[config.mk]
export PLATFORM = sky130hd
export DESIGN_NAME = layer_sequencer
export DESIGN_NICKNAME = d
export VERILOG_FILES = /design/src/rtl/layer_sequencer.sv
export SDC_FILE = /design/constraint.sdc
export NUM_CORES = 1
export LEC_CHECK = 0
export CORE_MARGIN = 4
export CORE_UTILIZATION = 57
export CTS_BUF_LIST = sky130_fd_sc_hd__clkbuf_16
export CTS_CLUSTER_DIAMETER = 60
export DETAILED_ROUTE_END_ITERATION = 10
export PLACE_DENSITY = 0.86
export SYNTH_ARGS = -nofsm -noshare
export SYNTH_HDL_FRONTEND = slang
export SYNTH_SLANG_ARGS = --single-unit
export TNS_END_PERCENT = 30
[constraint.sdc]
create_clock -name clk -period 5.3 [get_ports clk]
set_clock_uncertainty 0.1 [all_clocks]
set_input_delay 1.06 -clock clk [delete_from_list [all_inputs] [get_ports clk]]
set_output_delay 1.06 -clock clk [all_outputs]
set_load 0.05 [all_outputs]
[src/rtl/layer_sequencer.sv]
// layer_sequencer: tiles one layer into (n,k) steps for the weight, input-feature
// and accumulator controllers, handshaking with each between steps.
//
// Ports:
//   clk, rst                 clock, synchronous active-high reset
//   start, num_k, num_n      layer request and tile counts (sampled in IDLE only)
//   abort                    terminate the layer, back to IDLE with indices cleared
//   w_ready, if_done,
//   acc_drained              completion handshakes from the controllers
//   w_start, if_start,
//   acc_clr, acc_flush       one-cycle command pulses
//   k_idx, n_idx             current reduction / output tile indices
//   busy, done               activity flag and normal-completion pulse
module layer_sequencer (
    input  logic       clk,
    input  logic       rst,
    input  logic       start,
    input  logic [7:0] num_k,
    input  logic [7:0] num_n,
    input  logic       abort,
    input  logic       w_ready,
    input  logic       if_done,
    input  logic       acc_drained,
    output logic       w_start,
    output logic       if_start,
    output logic       acc_clr,
    output logic       acc_flush,
    output logic [7:0] k_idx,
    output logic [7:0] n_idx,
    output logic       busy,
    output logic       done
);

    localparam int unsigned CNT_W = 8;

    typedef enum logic [2:0] {
        IDLE,
        LOAD_W,
        WAIT_W,
        STREAM,
        WAIT_IF,
        FLUSH,
        WAIT_DRAIN,
        DONE
    } state_t;

    state_t           state;
    logic [CNT_W-1:0] num_k_q;
    logic [CNT_W-1:0] num_n_q;
    logic [CNT_W-1:0] k_last;
    logic [CNT_W-1:0] n_last;

    // Last valid index of each loop; counts are never zero when these are used.
    assign k_last = num_k_q - CNT_W'(1);
    assign n_last = num_n_q - CNT_W'(1);

    // Every output is a flop written alongside the state it belongs to, so the
    // pulses are high exactly for the cycle the FSM sits in the matching state.
    always_ff @(posedge clk) begin
        if (rst) begin
            state     <= IDLE;
            num_k_q   <= '0;
            num_n_q   <= '0;
            k_idx     <= '0;
            n_idx     <= '0;
            w_start   <= 1'b0;
            if_start  <= 1'b0;
            acc_clr   <= 1'b0;
            acc_flush <= 1'b0;
            busy      <= 1'b0;
            done      <= 1'b0;
        end else begin
            w_start   <= 1'b0;
            if_start  <= 1'b0;
            acc_clr   <= 1'b0;
            acc_flush <= 1'b0;
            done      <= 1'b0;

            if (abort && (state != IDLE)) begin
                state <= IDLE;
                busy  <= 1'b0;
                k_idx <= '0;
                n_idx <= '0;
            end else begin
                case (state)
                    IDLE: begin
                        if (start) begin
                            busy <= 1'b1;
                            if ((num_k != '0) && (num_n != '0)) begin
                                num_k_q <= num_k;
                                num_n_q <= num_n;
                                k_idx   <= '0;
                                n_idx   <= '0;
                                w_start <= 1'b1;
                                acc_clr <= 1'b1;
                                state   <= LOAD_W;
                            end else begin
                                // Empty layer: report completion without touching the datapath.
                                done  <= 1'b1;
                                state <= DONE;
                            end
                        end
                    end
                    LOAD_W: state <= WAIT_W;
                    WAIT_W: begin
                        if (w_ready) begin
                            if_start <= 1'b1;
                            state    <= STREAM;
                        end
                    end
                    STREAM: state <= WAIT_IF;
                    WAIT_IF: begin
                        if (if_done) begin
                            if (k_idx == k_last) begin
                                acc_flush <= 1'b1;
                                state     <= FLUSH;
                            end else begin
                                k_idx   <= k_idx + CNT_W'(1);
                                w_start <= 1'b1;
                                state   <= LOAD_W;
                            end
                        end
                    end
                    FLUSH: state <= WAIT_DRAIN;
                    WAIT_DRAIN: begin
                        if (acc_drained) begin
                            if (n_idx == n_last) begin
                                done  <= 1'b1;
                                state <= DONE;
                            end else begin
                                n_idx   <= n_idx + CNT_W'(1);
                                k_idx   <= '0;
                                w_start <= 1'b1;
                                acc_clr <= 1'b1;
                                state   <= LOAD_W;
                            end
                        end
                    end
                    DONE: begin
                        busy  <= 1'b0;
                        state <= IDLE;
                    end
                    default: begin
                        busy  <= 1'b0;
                        state <= IDLE;
                    end
                endcase
            end
        end
    end

endmodule

======== After elaboration in Yosys (flattened, before gate mapping) ========
Index checks and enable logic that the tools add are counted.
cells by class
  $add $sub $neg .......................... 4
  equal/unequal tests ..................... 16
  mux-type cells .......................... 35
  bitwise gates (word level) .............. 4
  reduce and logical (&&, ||, !) cells .... 17
operators by type and width
  kind                   number
  $mux W8                8
  $pmux W3 S8            1
  $pmux W8 S3            1
  $mux W3                7
  $add A8 B1 Y8 const B  2
  $eq A8 B8 Y1           2
  $pmux W8 S2            1
  $reduce_bool A8 Y1     2
  $sub A8 B1 Y8 const B  2
  $ne A2 B2 Y1 const B   7
  $mux W1                13
  $eq A3 B3 Y1 const B   4
  $reduce_and A4 Y1      2
  $reduce_and A7 Y1      1
  $eq A3 B2 Y1 const B   2
  $pmux W1 S2            3
  $reduce_bool A3 Y1     2
  $reduce_and A5 Y1      1
  $not A1 Y1             4
  $reduce_bool A2 Y1     2
  $reduce_or A4 Y1       1
  $eq A3 B1 Y1 const B   1
  $logic_not A3 Y1       1
  $pmux W1 S3            1
  4 further kinds        5
word-level totals
  register bits ........................... 41
  input port bits ......................... 23
  output and inout port bits .............. 22
  word-level logic and storage cells ...... 87

======== Logic depth before layout (Yosys ltp) ========
Gate-level depths: netlist (run 1).
  depth in word-level cells ............... 5
  mapped depth ............................ 9

======== Worst setup path before layout (run 1) ========
OpenSTA, ideal clock, no wires.
  kind .................................... input to register
  start point ............................. input num_n[0]
  end point ............................... register num_k_q[0]
  data arrival time ....................... 2.438 ns
  slack ................................... 2.635 ns
  cell stages on the path ................. 7
  path through ............................ nor4_1 > nand2_1 > nand3_1 > clkbuf_1 > buf_2 > mux2i_1 > nor2_1
between the ends
  longest elaborated chain between the ends .. 3
RTL lines
  element                             RTL line  text
  from (decl)                         19        input logic [7:0] num_n,
  $reduce_bool A8 Y1                  89        if ((num_k != '0) && (num_n != '0)) begin
  $logic_and A1 B1 Y1                 89
  $reduce_and A4 Y1 (no source line)  -
  to (signal assigned)                90        num_k_q <= num_k;
  to (decl)                           48        logic [CNT_W-1:0] num_k_q;
No other way between the ends.
A chain may end at the register's enable or synchronous reset.

======== Worst setup path in the final report (run 1) ========
  start point ............................. input num_n[7]
  end point ............................... register k_idx[6]
between the ends
  longest elaborated chain between the ends .. 4
RTL lines
  element                             RTL line  text
  $reduce_bool A8 Y1                  89
  $logic_and A1 B1 Y1                 89
  $ne A2 B2 Y1 (no source line)       -
  $reduce_and A7 Y1 (no source line)  -
  to (signal assigned)                118       k_idx <= k_idx + CNT_W'(1);
  to (decl)                           28        output logic [7:0] k_idx,
No other way between the ends.

==> results of run 1 <==
## layout make-up
cell class	count	area, um^2	share of cell area, %
flip-flops and latches	41	821	26.7
clock buffers	5	125	4.07
multi-input cells	220	1550	50.4
well taps	50	62.6	2.04
repair buffers	46	455	14.8
inverters	12	45.0	1.47
clock inverters	3	13.8	0.448
## how the worst max path moves through the flow
stage / start / to / depth (start not counted)
floorplan: num_n[0] / num_k_q[0] / 7
global placement: num_n[7] / n_idx[6] / 8
detailed placement: acc_drained / k_idx[6] / 8
CTS: num_n[4] / n_idx[6] / 8
global route: num_n[4] / k_idx[6] / 7
finish: num_n[7] / k_idx[6] / 7
## routing by layer
layer | global-route usage [%] | vias up | wire (um)
li1 | - | 1153 | -
met3 | 3.78 | 17 | 332
met1 | 30.6 | 1124 | 2550
met2 | 39.5 | 88 | 2940
met4 | 8.45 | 0 | 141
met5 | 0 | - | 0
## sequential cells by signal, indices dropped and copies added, names as in the netlist
signal     flops
acc_clr        1
if_start       1
num_k_q        8
n_idx          8
w_start        1
k_idx          8
busy           1
state          3
acc_flush      1
done           1
num_n_q        8
## power breakdown
part | total, mW | switching, mW | leakage, nW | internal [mW]
sequential | 0.460 | 0.0948 | 0.334 | 0.365
clock | 0.291 | 0.120 | 0.0748 | 0.171
combinational | 0.729 | 0.434 | 0.768 | 0.295
## stage by stage
step                hold slack (ns)  area, um^2  utilization, %  worst slack (ns)
floorplan                     0.384        2480               -              2.63
CTS                           0.390        3070            74.6              2.20
global route                  0.421        3070            74.6              1.98
global placement              0.371        2930            71.2              1.92
detailed placement            0.379        2930            71.2              1.92
finish                        0.385        3070            74.6              2.16
## cells in the mapped netlist, drive strengths merged, types with 5 or more instances
master	number	area, um^2
dfxtp	41	821
nor2	30	113
mux2i	20	200
a21oi	18	90.1
nand2	17	63.8
inv	12	45.0
nor4	10	75.1
clkbuf	9	43.8
o31ai	8	60.1
or4	8	63.8
xor2	8	70.1
nand3	7	35.0
nor3	7	35.0
o21ai	7	35.0
xnor2	7	61.3
nand2b	6	37.5
and3	5	31.3
nand4	5	31.3
## critical path: cells and delay by family
kind	cells	cell delay, ns
AOI/OAI and AO/OA	3	1.01
and+or+nand+nor	3	0.75
buffers and inverters	1	0.41
## cell families after synthesis
kind of cell | count (synthesis) | share of synthesized area (%)
AO/OA/AOI/OAI | 67 | 21.3
XOR/XNOR | 15 | 5.29
adder cells (fa/ha/maj) | 4 | 2.02
buffers and inverters | 25 | 4.63
flip-flops | 41 | 33.0
multiplexers | 20 | 8.06
AND/OR/NAND/NOR | 114 | 25.6
==> impl_metrics.csv, run 1 <==
group,metric,value,unit
synthesis,yosysUniqueCellTypes,61,
synthesis,ys.flop_type,"dfxtp_1",
clocking,clockRootBuffer,"clkbuf_16",
grt,grt_pass1_wl,10200,um
timing,period_share,59.2,%
synthesis,synth_seq_cells,41,
clocking,post_cts_buffers,0,
grt,grt_max_degree,19,
worst_setup_path,end_kind,"flop",
hold_path,hold_start,"busy",
clocking,insertion_delay,0.28,ns
timing,setup_viol,0,
drt,routed_wl,5970,um
grt,grtUsageTotal,23.5,%
outcome,outcome,"finished, final reports clean",
cells_and_area,areaGrowthSynthToFinish,23.6,%
clocking,clkTransAtPathRegs,0.06,ns
power_and_ir_drop,finalPower,1.48,mW
synthesis,yosysWarnings,0,
drt,drt-wirelength-per-cell,15.8,um
floorplanning,core_area,4120,um^2
drt,firstDrtPassIters,4,
worst_setup_path,r2r_cells,9,
timing,final_hold_viol_count,0,
synthesis,synth_area,2480,um^2
worst_setup_path,arrival,3.24,ns
worst_setup_path,r2r-start,"num_n_q[0]",
cells_and_area,layout_common_cells,"44 x clkdlybuf4s50_1, 41 x dfxtp_1, 30 x nor2_1",
floorplanning,row_count,23,
worst_setup_path,cp_max_fo,17,
synthesis,synthCells,286,
clocking,cts_made_buffers,5,
clocking,cts_hold_buffers,0,
synthesis,synthArstFlopShare,0,%
timing,tightest_slew,0.828,ns
synthesis,yosysSeqAreaShare,33.0,%
floorplanning,fp.dieH,74.0,um
worst_setup_path,crit_required,5.41,ns
hold_path,whs_path_depth,2,
clocking,cts_sinks,41,
drt,drtIter0Drc,171,
hold_path,hold_class,"reg -> reg",
placement,portBuffers,44,
run,drv_cap,0,
worst_setup_path,cp_common_cell,"nand2_1",
floorplanning,io_pins,45,
floorplanning,die_w,74.0,um
worst_setup_path,criticalPathCategory,"in -> reg",
timing,slew-limit-headroom,44.7,%
cells_and_area,layout_commonest_cell,"clkdlybuf4s50_1",
grt,gr-total-overflow,0,
worst_setup_path,slowest_stage,"o21a_1",
power_and_ir_drop,powerDensity,482,nW/um^2
power_and_ir_drop,ir_drop,271,uV
synthesis,synth_edf_count,0,
cells_and_area,antenna_cells,0,
grt,grt_pass1_vias,2255,
synthesis,syn_avg_cell_area,8.68,um^2
drt,ant_nets,0,
clocking,htree_num_levels,2,
hold_path,whs_endpoint,"busy",
cells_and_area,final_nets,353,
timing,finalMaxSlewViolations,0,
placement,place.gp.congestion,0.854,
worst_setup_path,reg2reg_slack,2.24,ns
timing,fin_crit,3.14,ns
timing,fmax,0.319,GHz
cells_and_area,drive_above_1_share,8.26,%
drt,viasPerCell,6.32,
placement,hpwlAfterDp,4400,um
timing,grt_setup_unrepaired,"false",
clocking,cts_tree,"yes",
cells_and_area,nFillCells,317,
cells_and_area,final_cells,377,
power_and_ir_drop,leakage,1.18,nW
worst_setup_path,r2r_end,"k_idx[6]",
placement,dp.cells,369,
worst_setup_path,start_kind,"input port",
drt,drcViolationCount,0,
floorplanning,die-area,5480,um^2
worst_setup_path,max_stage_delay,0.49,ns
grt,antenna_found_initial,0,
synthesis,syn_nets,313,
clocking,clk_path_buf_depth,2,
timing,fin_tns_setup,0,ns
worst_setup_path,crit_chain,"clkdlybuf4s50_1 -> nor4_1 -> nand2_1 -> nand2_1 -> o21a_1 -> o21ai_1 -> a21oi_1",
floorplanning,initial_core_util,60.4,%
drt,num_vias,2382,
clocking,post_cts_resized,0,
(Power assumes the default switching activity.)
==> inputs of run 2 (changes only) <==
Settings changed: CORE_UTILIZATION 57 to 53, PLACE_DENSITY 0.86 to 0.81.
Clock period 5.3 ns to 3 ns, I/O delays scaled along.
==> run 2 against run 1 <==
  * Cell count rose by 1.3%
  * Sequential power up 77%
  * Largest power group unchanged
  * Clock power rose by 100%
  * Largest cell class unchanged
  * Highest routed layer unchanged
  * First-iteration DRC count fell by 2.3%
==> impl_metrics.csv, run 2 (synthesis gave the netlist of run 1 again) <==
group,metric,value,unit
clocking,post_cts_resized,0,
drt,ant_nets,0,
drt,num_vias,2337,
cells_and_area,antenna_cells,0,
power_and_ir_drop,clkPwrFrac,21.5,%
floorplanning,core_area,4440,um^2
placement,hpwlAfterDp,4430,um
power_and_ir_drop,p_sw_share,41.9,%
hold_path,hold_class,"reg -> reg",
clocking,insertion_delay,0.28,ns
clocking,clkTransAtPathRegs,0.06,ns
floorplanning,initial_core_util,55.9,%
worst_setup_path,start_kind,"flop",
timing,fin_tns_setup,0,ns
worst_setup_path,arrival,2.69,ns
floorplanning,io_pins,45,
drt,firstDrtPassIters,5,
timing,tightest_slew,0.563,ns
power_and_ir_drop,p_seq_share,29.9,%
power_and_ir_drop,power.switching,1.14,mW
worst_setup_path,crit_required,3.11,ns
cells_and_area,fin_util,70.5,%
power_and_ir_drop,internal_power,1.58,mW
clocking,post_cts_buffers,0,
drt,drt-wirelength-per-cell,15.9,um
cells_and_area,final_nets,356,
clocking,cts_tree,"yes",
clocking,htree_num_levels,2,
timing,fmax,0.388,GHz
clocking,cts_made_buffers,5,
worst_setup_path,crit_family,"simple AND/OR/NAND/NOR gates",
worst_setup_path,end_kind,"flop",
clocking,clockRootBuffer,"clkbuf_16",
cells_and_area,nFillCells,345,
worst_setup_path,crit_chain,"inv_1 -> ha_1 -> or3b_2 -> nor3_1 -> xnor2_1 -> a2111oi_4 -> buf_4 -> or4_1 -> a21oi_1",
power_and_ir_drop,leakage,1.20,nW
worst_setup_path,criticalPathCategory,"reg -> reg",
grt,grtUsageTotal,21.6,%
timing,slew-limit-headroom,62.2,%
timing,worst_slack,0.422,ns
power_and_ir_drop,powerDensity,871,nW/um^2
power_and_ir_drop,comb_power_share,48.6,%
floorplanning,die-area,5850,um^2
placement,portBuffers,44,
timing,fin_crit,2.58,ns
timing,setup_viol,0,
cells_and_area,layout_commonest_cell,"clkdlybuf4s50_1",
grt,gr-total-overflow,0,
grt,grt_max_degree,29,
worst_setup_path,max_stage_delay,0.47,ns
floorplanning,row_count,24,
cells_and_area,layout_common_cells,"44 x clkdlybuf4s50_1, 41 x dfxtp_1, 30 x nor2_1",
timing,period_share,85.9,%
grt,antenna_found_initial,0,
cells_and_area,drive_above_1_share,8.79,%
timing,grt_setup_unrepaired,"false",
placement,place.gp.congestion,0.918,
grt,grt_pass1_wl,10600,um
run,drv_cap,0,
timing,final_hold_viol_count,0,
drt,viasPerCell,6.12,
worst_setup_path,slowest_stage,"or3b_2",
power_and_ir_drop,ir_drop,725,uV
outcome,outcome,"finished, final reports clean",
timing,finalMaxSlewViolations,0,
clocking,cts_hold_buffers,0,
drt,drcViolationCount,0,
grt,grt_pass1_vias,2302,
worst_setup_path,cp.buffers_inverters,2,
power_and_ir_drop,finalPower,2.73,mW
placement,dp_slack,0.186,ns
clocking,cts_sinks,41,
cells_and_area,areaGrowthSynthToFinish,26.1,%
drt,drtIter0Drc,167,
floorplanning,die_w,76.5,um
drt,routed_wl,6070,um
clocking,clk_path_buf_depth,2,
floorplanning,fp.dieH,76.5,um
worst_setup_path,cp_max_fo,14,
==> run 2: power groups by stage <==
stage	clock network (mW)	registers (mW)	logic, mW
2_1_floorplan	0	0.850	0.933
3_3_place_gp	0	0.815	1.28
3_5_place_dp	0	0.819	1.31
4_1_cts	0.596	0.809	1.32
5_1_grt	0.618	0.834	1.45
6_report	0.588	0.814	1.33
==> run 2: per-stage QoR <==
stage | area (um^2) | hold slack [ns] | instances
after global routing | 3130 | 0.418 | 382
after global placement | 2970 | 0.369 | 374
after detailed placement | 2970 | 0.380 | 374
after CTS | 3130 | 0.391 | 382
final | 3130 | 0.385 | 382
after floorplan | 2480 | 0.384 | 286
==> run 2: layer usage <==
metal  global-route usage (%)  vias up  wire (um)
li1                         -     1169          -
met1                     26.2     1109       2680
met2                     38.4       51       3120
met3                     3.55        8        200
met4                     7.07        0         72
met5                        0        -          0
==> run 2: worst reg2reg max path: stages, from the launching register on <==
cell,delay [ns]
dfxtp_1,0.35
inv_1,0.09
ha_1,0.20
or3b_2,0.47
nor3_1,0.19
xnor2_1,0.22
a2111oi_4,0.09
buf_4,0.20
or4_1,0.47
a21oi_1,0.14
==> run 2: worst paths after layout <==
path	cells past startpoint	endpoint	slack [ns]	start
worst max-delay path	9	k_idx[0]	0.42	num_k_q[0]
worst min-delay path	2	busy	0.39	busy
worst max register to register	9	k_idx[0]	0.42	num_k_q[0]
worst min register to register	2	busy	0.39	busy
==> run 2: cell type report <==
cell class | count | area (um^2) | area share (%)
flip-flops and latches | 41 | 821 | 26.2
well taps | 52 | 65.1 | 2.08
clock buffers | 5 | 125 | 4.00
repair buffers | 49 | 490 | 15.7
multi-input cells | 220 | 1550 | 49.4
clock inverters | 3 | 37.5 | 1.20
inverters | 12 | 45.0 | 1.44
==> inputs of run 3 (changes only) <==
Settings changed: ABC_CLOCK_PERIOD_IN_PS set to 3000.
==> results of run 3 <==
Same layout as run 2: the final DEF is identical, and so are final timing and power.
